### config.mk
export PLATFORM = sky130hd
export DESIGN_NAME = sim_run_ctrl
export DESIGN_NICKNAME = d
export VERILOG_FILES = /design/src/rtl/sim_run_ctrl.sv
export SDC_FILE = /design/constraint.sdc
export NUM_CORES = 1
export LEC_CHECK = 0
export ABC_AREA = 0
export CORE_MARGIN = 1.5
export CORE_UTILIZATION = 53
export CTS_CLUSTER_SIZE = 28
export DETAILED_ROUTE_END_ITERATION = 12
export GPL_ROUTABILITY_DRIVEN = 0
export PLACE_DENSITY = 0.88
export SKIP_CTS_REPAIR_TIMING = 1
export SYNTH_ARGS = -nofsm -noshare
export SYNTH_HDL_FRONTEND = slang
export SYNTH_SLANG_ARGS = --single-unit
### constraint.sdc
create_clock -name clk -period 2.3 [get_ports clk]
set_input_delay 0.345 -clock clk [delete_from_list [all_inputs] [get_ports clk]]
set_output_delay 0.345 -clock clk [all_outputs]
set_load 0.05 [all_outputs]
### src/rtl/sim_run_ctrl.sv
// ============================================================================
// Module   : sim_run_ctrl
// Brief    : Staggered per-channel reset sequencer with run/done/watchdog
//            tracking. Optional watchdog enabled by SIM_RUN_CTRL_WDOG_EN.
// Revision : 1.0 - initial release
// ============================================================================
`default_nettype none

module sim_run_ctrl #(
  parameter int RST_CYCLES = 25,
  parameter int NUM_CH     = 2,
  parameter int STAGGER    = 4,
  parameter int TIMEOUT    = 5000,
  parameter int CNT_W      = 32
) (
  input  logic              clk,
  input  logic              rst_n,
  input  logic              ext_rst_req,
  input  logic              halt_i,
  output logic [NUM_CH-1:0] ch_rst_o,
  output logic              run_o,
  output logic [CNT_W-1:0]  cycle_cnt_o,
  output logic              done_o,
  output logic              timeout_o
);

  // Edge index (since HOLD entry) of the last channel release.
  localparam int c_last_rel = RST_CYCLES + (NUM_CH - 1) * STAGGER;
  localparam int c_seq_w    = $clog2(c_last_rel + 2);
  localparam logic [CNT_W-1:0] c_cnt_max = {CNT_W{1'b1}};
`ifdef SIM_RUN_CTRL_WDOG_EN
  localparam logic [CNT_W-1:0] c_to_last = CNT_W'(TIMEOUT - 1);
`endif

  generate
    if (RST_CYCLES < 1) begin : g_chk_rst_cycles
      $error("sim_run_ctrl: RST_CYCLES must be >= 1");
    end
    if (NUM_CH < 1) begin : g_chk_num_ch
      $error("sim_run_ctrl: NUM_CH must be >= 1");
    end
    if (STAGGER < 1) begin : g_chk_stagger
      $error("sim_run_ctrl: STAGGER must be >= 1");
    end
    if (TIMEOUT < 1 || (CNT_W < 31 && TIMEOUT >= (1 << CNT_W))) begin : g_chk_timeout
      $error("sim_run_ctrl: TIMEOUT out of range for CNT_W");
    end
  endgenerate

  typedef enum logic [2:0] {
    S_HOLD    = 3'd0,
    S_STAGE   = 3'd1,
    S_RUN     = 3'd2,
    S_DONE    = 3'd3
`ifdef SIM_RUN_CTRL_WDOG_EN
    ,S_TIMEOUT = 3'd4
`endif
  } state_t;

  state_t              r_state;
  state_t              w_state_nxt;
  logic [c_seq_w-1:0]  r_seq;
  logic [c_seq_w-1:0]  w_seq_nxt;
  logic [c_seq_w-1:0]  w_seq_inc;
  logic [NUM_CH-1:0]   r_ch_rst;
  logic [NUM_CH-1:0]   w_ch_rst_nxt;
  logic                r_run;
  logic                w_run_nxt;
  logic [CNT_W-1:0]    r_cnt;
  logic [CNT_W-1:0]    w_cnt_nxt;
  logic                r_done;
  logic                w_done_nxt;
`ifdef SIM_RUN_CTRL_WDOG_EN
  logic                r_to;
  logic                w_to_nxt;
`endif

  always_ff @(posedge clk or negedge rst_n) begin
    if (!rst_n) begin
      r_state  <= S_HOLD;
      r_seq    <= '0;
      r_ch_rst <= '1;
      r_run    <= 1'b0;
      r_cnt    <= '0;
      r_done   <= 1'b0;
`ifdef SIM_RUN_CTRL_WDOG_EN
      r_to     <= 1'b0;
`endif
    end else begin
      r_state  <= w_state_nxt;
      r_seq    <= w_seq_nxt;
      r_ch_rst <= w_ch_rst_nxt;
      r_run    <= w_run_nxt;
      r_cnt    <= w_cnt_nxt;
      r_done   <= w_done_nxt;
`ifdef SIM_RUN_CTRL_WDOG_EN
      r_to     <= w_to_nxt;
`endif
    end
  end

  always_comb begin
    w_state_nxt  = r_state;
    w_seq_nxt    = r_seq;
    w_ch_rst_nxt = r_ch_rst;
    w_run_nxt    = r_run;
    w_cnt_nxt    = r_cnt;
    w_done_nxt   = r_done;
`ifdef SIM_RUN_CTRL_WDOG_EN
    w_to_nxt     = r_to;
`endif
    w_seq_inc    = r_seq + 1'b1;

    if (ext_rst_req) begin
      w_state_nxt  = S_HOLD;
      w_seq_nxt    = '0;
      w_ch_rst_nxt = '1;
      w_run_nxt    = 1'b0;
      w_cnt_nxt    = '0;
      w_done_nxt   = 1'b0;
`ifdef SIM_RUN_CTRL_WDOG_EN
      w_to_nxt     = 1'b0;
`endif
    end else begin
      case (r_state)
        S_HOLD, S_STAGE: begin
          w_seq_nxt = w_seq_inc;
          // A channel drops on the edge whose index matches its release slot.
          for (int k = 0; k < NUM_CH; k++) begin
            if (w_seq_inc == c_seq_w'(RST_CYCLES + k * STAGGER)) begin
              w_ch_rst_nxt[k] = 1'b0;
            end
          end
          if (r_state == S_HOLD && w_seq_inc == c_seq_w'(RST_CYCLES)) begin
            w_state_nxt = S_STAGE;
          end
          if (r_state == S_STAGE && w_seq_inc == c_seq_w'(c_last_rel + 1)) begin
            w_state_nxt = S_RUN;
            w_seq_nxt   = '0;
            w_run_nxt   = 1'b1;
            w_cnt_nxt   = '0;
          end
        end
        S_RUN: begin
          if (halt_i) begin
            w_state_nxt = S_DONE;
            w_run_nxt   = 1'b0;
            w_done_nxt  = 1'b1;
          end
`ifdef SIM_RUN_CTRL_WDOG_EN
          else if (r_cnt == c_to_last) begin
            w_state_nxt = S_TIMEOUT;
            w_run_nxt   = 1'b0;
            w_to_nxt    = 1'b1;
            w_cnt_nxt   = r_cnt + 1'b1;
          end
`endif
          else if (r_cnt != c_cnt_max) begin
            w_cnt_nxt = r_cnt + 1'b1;
          end
        end
        S_DONE: begin
        end
`ifdef SIM_RUN_CTRL_WDOG_EN
        S_TIMEOUT: begin
        end
`endif
        default: begin
          w_state_nxt  = S_HOLD;
          w_seq_nxt    = '0;
          w_ch_rst_nxt = '1;
          w_run_nxt    = 1'b0;
          w_cnt_nxt    = '0;
          w_done_nxt   = 1'b0;
        end
      endcase
    end
  end

  assign ch_rst_o    = r_ch_rst;
  assign run_o       = r_run;
  assign cycle_cnt_o = r_cnt;
  assign done_o      = r_done;
`ifdef SIM_RUN_CTRL_WDOG_EN
  assign timeout_o   = r_to;
`else
  assign timeout_o   = 1'b0;
`endif

endmodule

`default_nettype wire

==> Yosys cells after proc, flatten, opt, wreduce, memory -nomap -nowiden <==
Cells that the tools add are included.
{ "op_classes": {"add_sub_neg": 2, "eq_ne": 17, "muxes": 24, "n_reduce_logical": 12} }
{ "op_table": {"columns": ["operator", "count"], "rows": [
  ["$mux W32", 4],
  ["$pmux W32 S3", 1],
  ["$add A32 B1 Y32 const B", 1],
  ["$ne A32 B32 Y1 const B", 1],
  ["$ne A3 B3 Y1 const B", 6],
  ["$eq A5 B5 Y1 const B", 3],
  ["$mux W3", 4],
  ["$mux W5", 2],
  ["$pmux W5 S2", 1],
  ["$pmux W3 S3", 1],
  ["$mux W1", 7],
  ["$eq A3 B2 Y1 const B", 2],
  ["$reduce_and A2 Y1", 3],
  ["$reduce_and A3 Y1", 2],
  ["$add A5 B1 Y5 const B", 1],
  ["$ne A2 B1 Y1 const B", 2],
  ["$ne A4 B4 Y1 const B", 1],
  ["$pmux W2 S2", 1],
  ["$reduce_and A4 Y1", 1],
  ["$reduce_or A2 Y1", 2],
  ["$eq A3 B1 Y1 const B", 1],
  ["$logic_not A3 Y1", 1],
  ["$pmux W1 S3", 1],
  ["$reduce_or A3 Y1", 1],
  ["4 further kinds", 5]
]} }
{ "totals": {"register_bits": 44, "in_bits": 4, "out_inout_bits": 37, "elab_cells": 62} }

==> Longest topological paths before layout <==
{ "depth": {"depth_word": 7, "ltp_mapped": 9, "ltp_nobuf": 7} }

==> Worst setup path before layout <==
OpenSTA, ideal clock, no wires.
{ "synth_path": {"path_type": "register to register", "startpoint": "register r_cnt[0] (netlist: cycle_cnt_o[0])", "endpoint": "register r_cnt[25] (netlist: cycle_cnt_o[25])", "setup_time_ns": 0.146, "arrival_time_ns": 2.322, "t_required_ns": 2.154, "path_slack_ns": -0.168, "path_stages_with_launch": 9, "n_path_buf": 2, "period_less_slack_ns": 2.468, "cell_sequence": "dfrtp_1 > ha_1 > and4_1 > buf_2 > nand3_1 > or4b_4 > nand3_2 > clkbuf_8 > o31ai_1"} }
{ "synth_via": {"elab_chain_len": 5, "elab_cells_between_ends": 8, "classes_between": "1 x add/sub; 2 x eq/ne; 4 x mux; 1 x reduce/logical"} }
{ "synth_rtl": {"columns": ["item", "line", "rtl"], "rows": [
  ["start, declared", "69", "logic [CNT_W-1:0] r_cnt;"],
  ["start signal, assigned", "94", "r_cnt <= w_cnt_nxt;"],
  ["$add A32 B1 Y32", "159", "w_cnt_nxt = r_cnt + 1'b1;"],
  ["$mux W32", "158", "else if (r_cnt != c_cnt_max) begin"],
  ["$mux W32", "145", "if (halt_i) begin"],
  ["$pmux W32 S3", "125", "case (r_state)"],
  ["$mux W32", "114", "if (ext_rst_req) begin"]
]} }
Parallel ways exist; a longest one is shown, timed or not. The select of a mux whose other input is x is not followed.
A chain may end at the register's enable or synchronous reset.

==> Worst setup path after layout <==
{ "layout_path": {"startpoint": "register r_cnt[0] (netlist: cycle_cnt_o[0])", "endpoint": "register r_cnt[16] (netlist: cycle_cnt_o[16])"} }
Same word-level chain as after synthesis.

==> metrics.cfg <==
[drt]
drt_iter0_drc = 278
via_count = 2402
wl_per_cell_um = 15.9
vias_per_cell = 6.46
drcViolationCount = 0
postRouteWirelength_um = 5900
ant_nets = 0
first_pass_iters = 7

[cells_and_area]
fin_cells = 372
antennaDiodeCount = 0
ff_latch_area_sq_um = 1080
final_nets = 327
multi_input_area_sq_um = 1260
area_growth_pct = 22.8
drive_above_1_share_pct = 11.9
fill_cells = 365

[yosys]
syn-num-nets = 283
syn_inst = 275
yosysTopAreaCell = dfrtp_1
synth_edf_count = 0
async_flop_share_pct = 100
ys_types = 47
synth_most_common_cell = dfrtp_1
synth_compound_gate_area_share_pct = 26.3
synthAdderAreaFrac_pct = 2.01
synthTopCellsByCount = dfrtp_1, o21ai_0, nand2_1, nor2_1, o31ai_1
synth-simple-area-share_pct = 20.9
synth_top_area_share_pct = 41.2
synthTopCellsByArea = dfrtp_1, o21ai_0, o31ai_1
synth-seq-cells = 43
syn_area_sq_um = 2490
yosysSeqAreaShare_pct = 43.3
synth_ff_type = dfrtp_1
synth_top_family_by_area = compound AO/OA/AOI/OAI gates
synth-xor-area-share_pct = 0.703
synthMuxAreaShare_pct = 0.452
synth_area_per_cell_sq_um = 9.06
yosys_warnings = 0

[floorplanning]
core_sq_um = 4440
dieHeight_um = 71.6
io_pins = 41
die_width_um = 71.6
dieArea_sq_um = 5120
rows = 24
start_util_pct = 56.1

[worst_setup_path]
critPathCaptureType = flop
worstSetupPathType = reg2reg
start_kind = flop
cp.arrival_ps = 2340
cp.required_ps = 2480
cp_max_fo = 22
r2r_cells = 8

[sta]
finalCritPeriodShare_pct = 94.0
maxSlewHeadroom_pct = 56.5
period_needed_ps = 2160
hold_slack_ps = 63.8
rsz0062_at_grt = no
fin_tns_setup_ps = 0
finalSetupViolations = 0
slew_viol_final = 0
fmax_mhz = 463
hold_viol = 0
tightest_slew_ps = 653
fin_skew_ps = 7.86

[grt]
grt_pass1_wl_um = 10000
grt_max_degree = 30
antenna_found_initial = 0
grt_overflow = 0
grt_pass1_vias = 2123
track_usage_pct = 24.0

[pwr]
ir_drop_mv = 0.427
internal_power_uw = 1030
comb_power_share_pct = 10.7
clkPwrFrac_pct = 33.8
power_uw = 1410
power_density_nw_per_um2 = 460
p_switching_uw = 376
seqPwrFrac_pct = 55.5
netSwitchingFraction_pct = 26.7
leakage_uw = 0.00120

[placed_design]
port_buffers = 39
hpwl_um = 3980
dp_cells = 364

[clock_network]
cts_root_buf = clkbuf_8
clockBufferDepth = 2
htree_levels = 2
cts_tree = done
clock-sinks = 43
cts.clk_slew.worst_paths_ps = 90
clk_latency_ps = 300
numCtsBuffers = 5

[flow_run]
maxCapViolCount = 0

[status]
status = finished clean

[hold_path]
worstHoldPathType = in2async

-- per-stage QoR --
stage                     setup slack, ps  util [%]  cell area [sq um]
after global routing                0.473      68.9               3060
final                                 139      68.9               3060
after floorplan                      12.4         -               2500
after CTS                             122      68.7               3050
after detailed placement             20.8      66.8               2970
after global placement                129      66.8               2970
-- logic make-up (layout without fill, tap and decap cells) --
logic type | count (synthesis) | after routing
DFF | 43 | 43
xor gates and xnor gates | 2 | 2
AOI/OAI and AO/OA | 101 | 101
buffers and inverters | 26 | 71
muxes | 1 | 1
and+or+nand+nor | 97 | 97
other | 1 | 1
adders and majority gates | 4 | 4
-- critical path: stages, from the launching register on --
cell and delay [ps]:
dfrtp_2 430, ha_1 220, and4_1 240, nand3_1 140
or4b_4 530, o21ai_2 110, buf_12 180, o21ai_0 110
o41ai_1 80
-- layout make-up --
class / instances / area share [%]
repair buffers: 52 / 17.0
well taps: 52 / 2.13
multi-input cells: 206 / 41.3
inverters: 11 / 1.35
flip-flops and latches: 43 / 35.4
clock buffers: 6 / 2.37
clock inverters: 2 / 0.409
-- metal layers --
| metal | track usage [%] | up-vias | share of wire (%) |
|---|---|---|---|
| li1 | - | 1127 | - |
| met1 | 34.0 | 1163 | 46 |
| met2 | 38.3 | 102 | 47 |
| met3 | 3.94 | 10 | 5.6 |
| met4 | 6.92 | 0 | 1.2 |
| met5 | 0 | - | 0 |
-- registers in the layout, summed over array words and instances (netlist names) --
name,flops
r_seq,5
cycle_cnt_o,32
done_o,1
run_o,1
ch_rst_o,2
r_state,2
-- worst paths after layout --
kind | to | slack [ps] | from
worst min-delay path | cycle_cnt_o[8] | 60 | rst_n
max in group asynchronous | ch_rst_o[0] | 1550 | rst_n
worst max register to register | cycle_cnt_o[16] | 140 | cycle_cnt_o[0]
worst max-delay path | cycle_cnt_o[16] | 140 | cycle_cnt_o[0]
worst min register to register | ch_rst_o[1] | 500 | ch_rst_o[1]
min in group clk | ch_rst_o[1] | 500 | ch_rst_o[1]
-- cells in the final DEF, fill, tap and decap left out, types with 4 or more instances in the layout --
master / synthesis / layout
dfrtp_1: 41 / 36
a21oi_1: 15 / 15
and2_1: 4 / 4
nand2_1: 21 / 21
clkbuf_8: 1 / 5
ha_1: 4 / 4
o21ai_0: 30 / 30
nor3_1: 4 / 4
and3_1: 6 / 6
o41ai_1: 7 / 6
buf_4: 4 / 10
nor2_1: 20 / 20
o31ai_1: 19 / 19
nand3_1: 16 / 16
dfrtp_2: 0 / 5
inv_1: 11 / 11
nand4_1: 6 / 6
a31oi_1: 10 / 10
clkdlybuf4s50_1: 0 / 38
and4_1: 5 / 5
o21ai_1: 4 / 4
-- power groups by stage --
stage,combinational [uW],clock (uW),sequential [uW]
2_1_floorplan,85.8,0,803
3_3_place_gp,144,0,795
3_5_place_dp,150,0,796
4_1_cts,150,483,782
5_1_grt,167,511,783
6_report,150,476,782
Power figures use the tool's default switching activity.
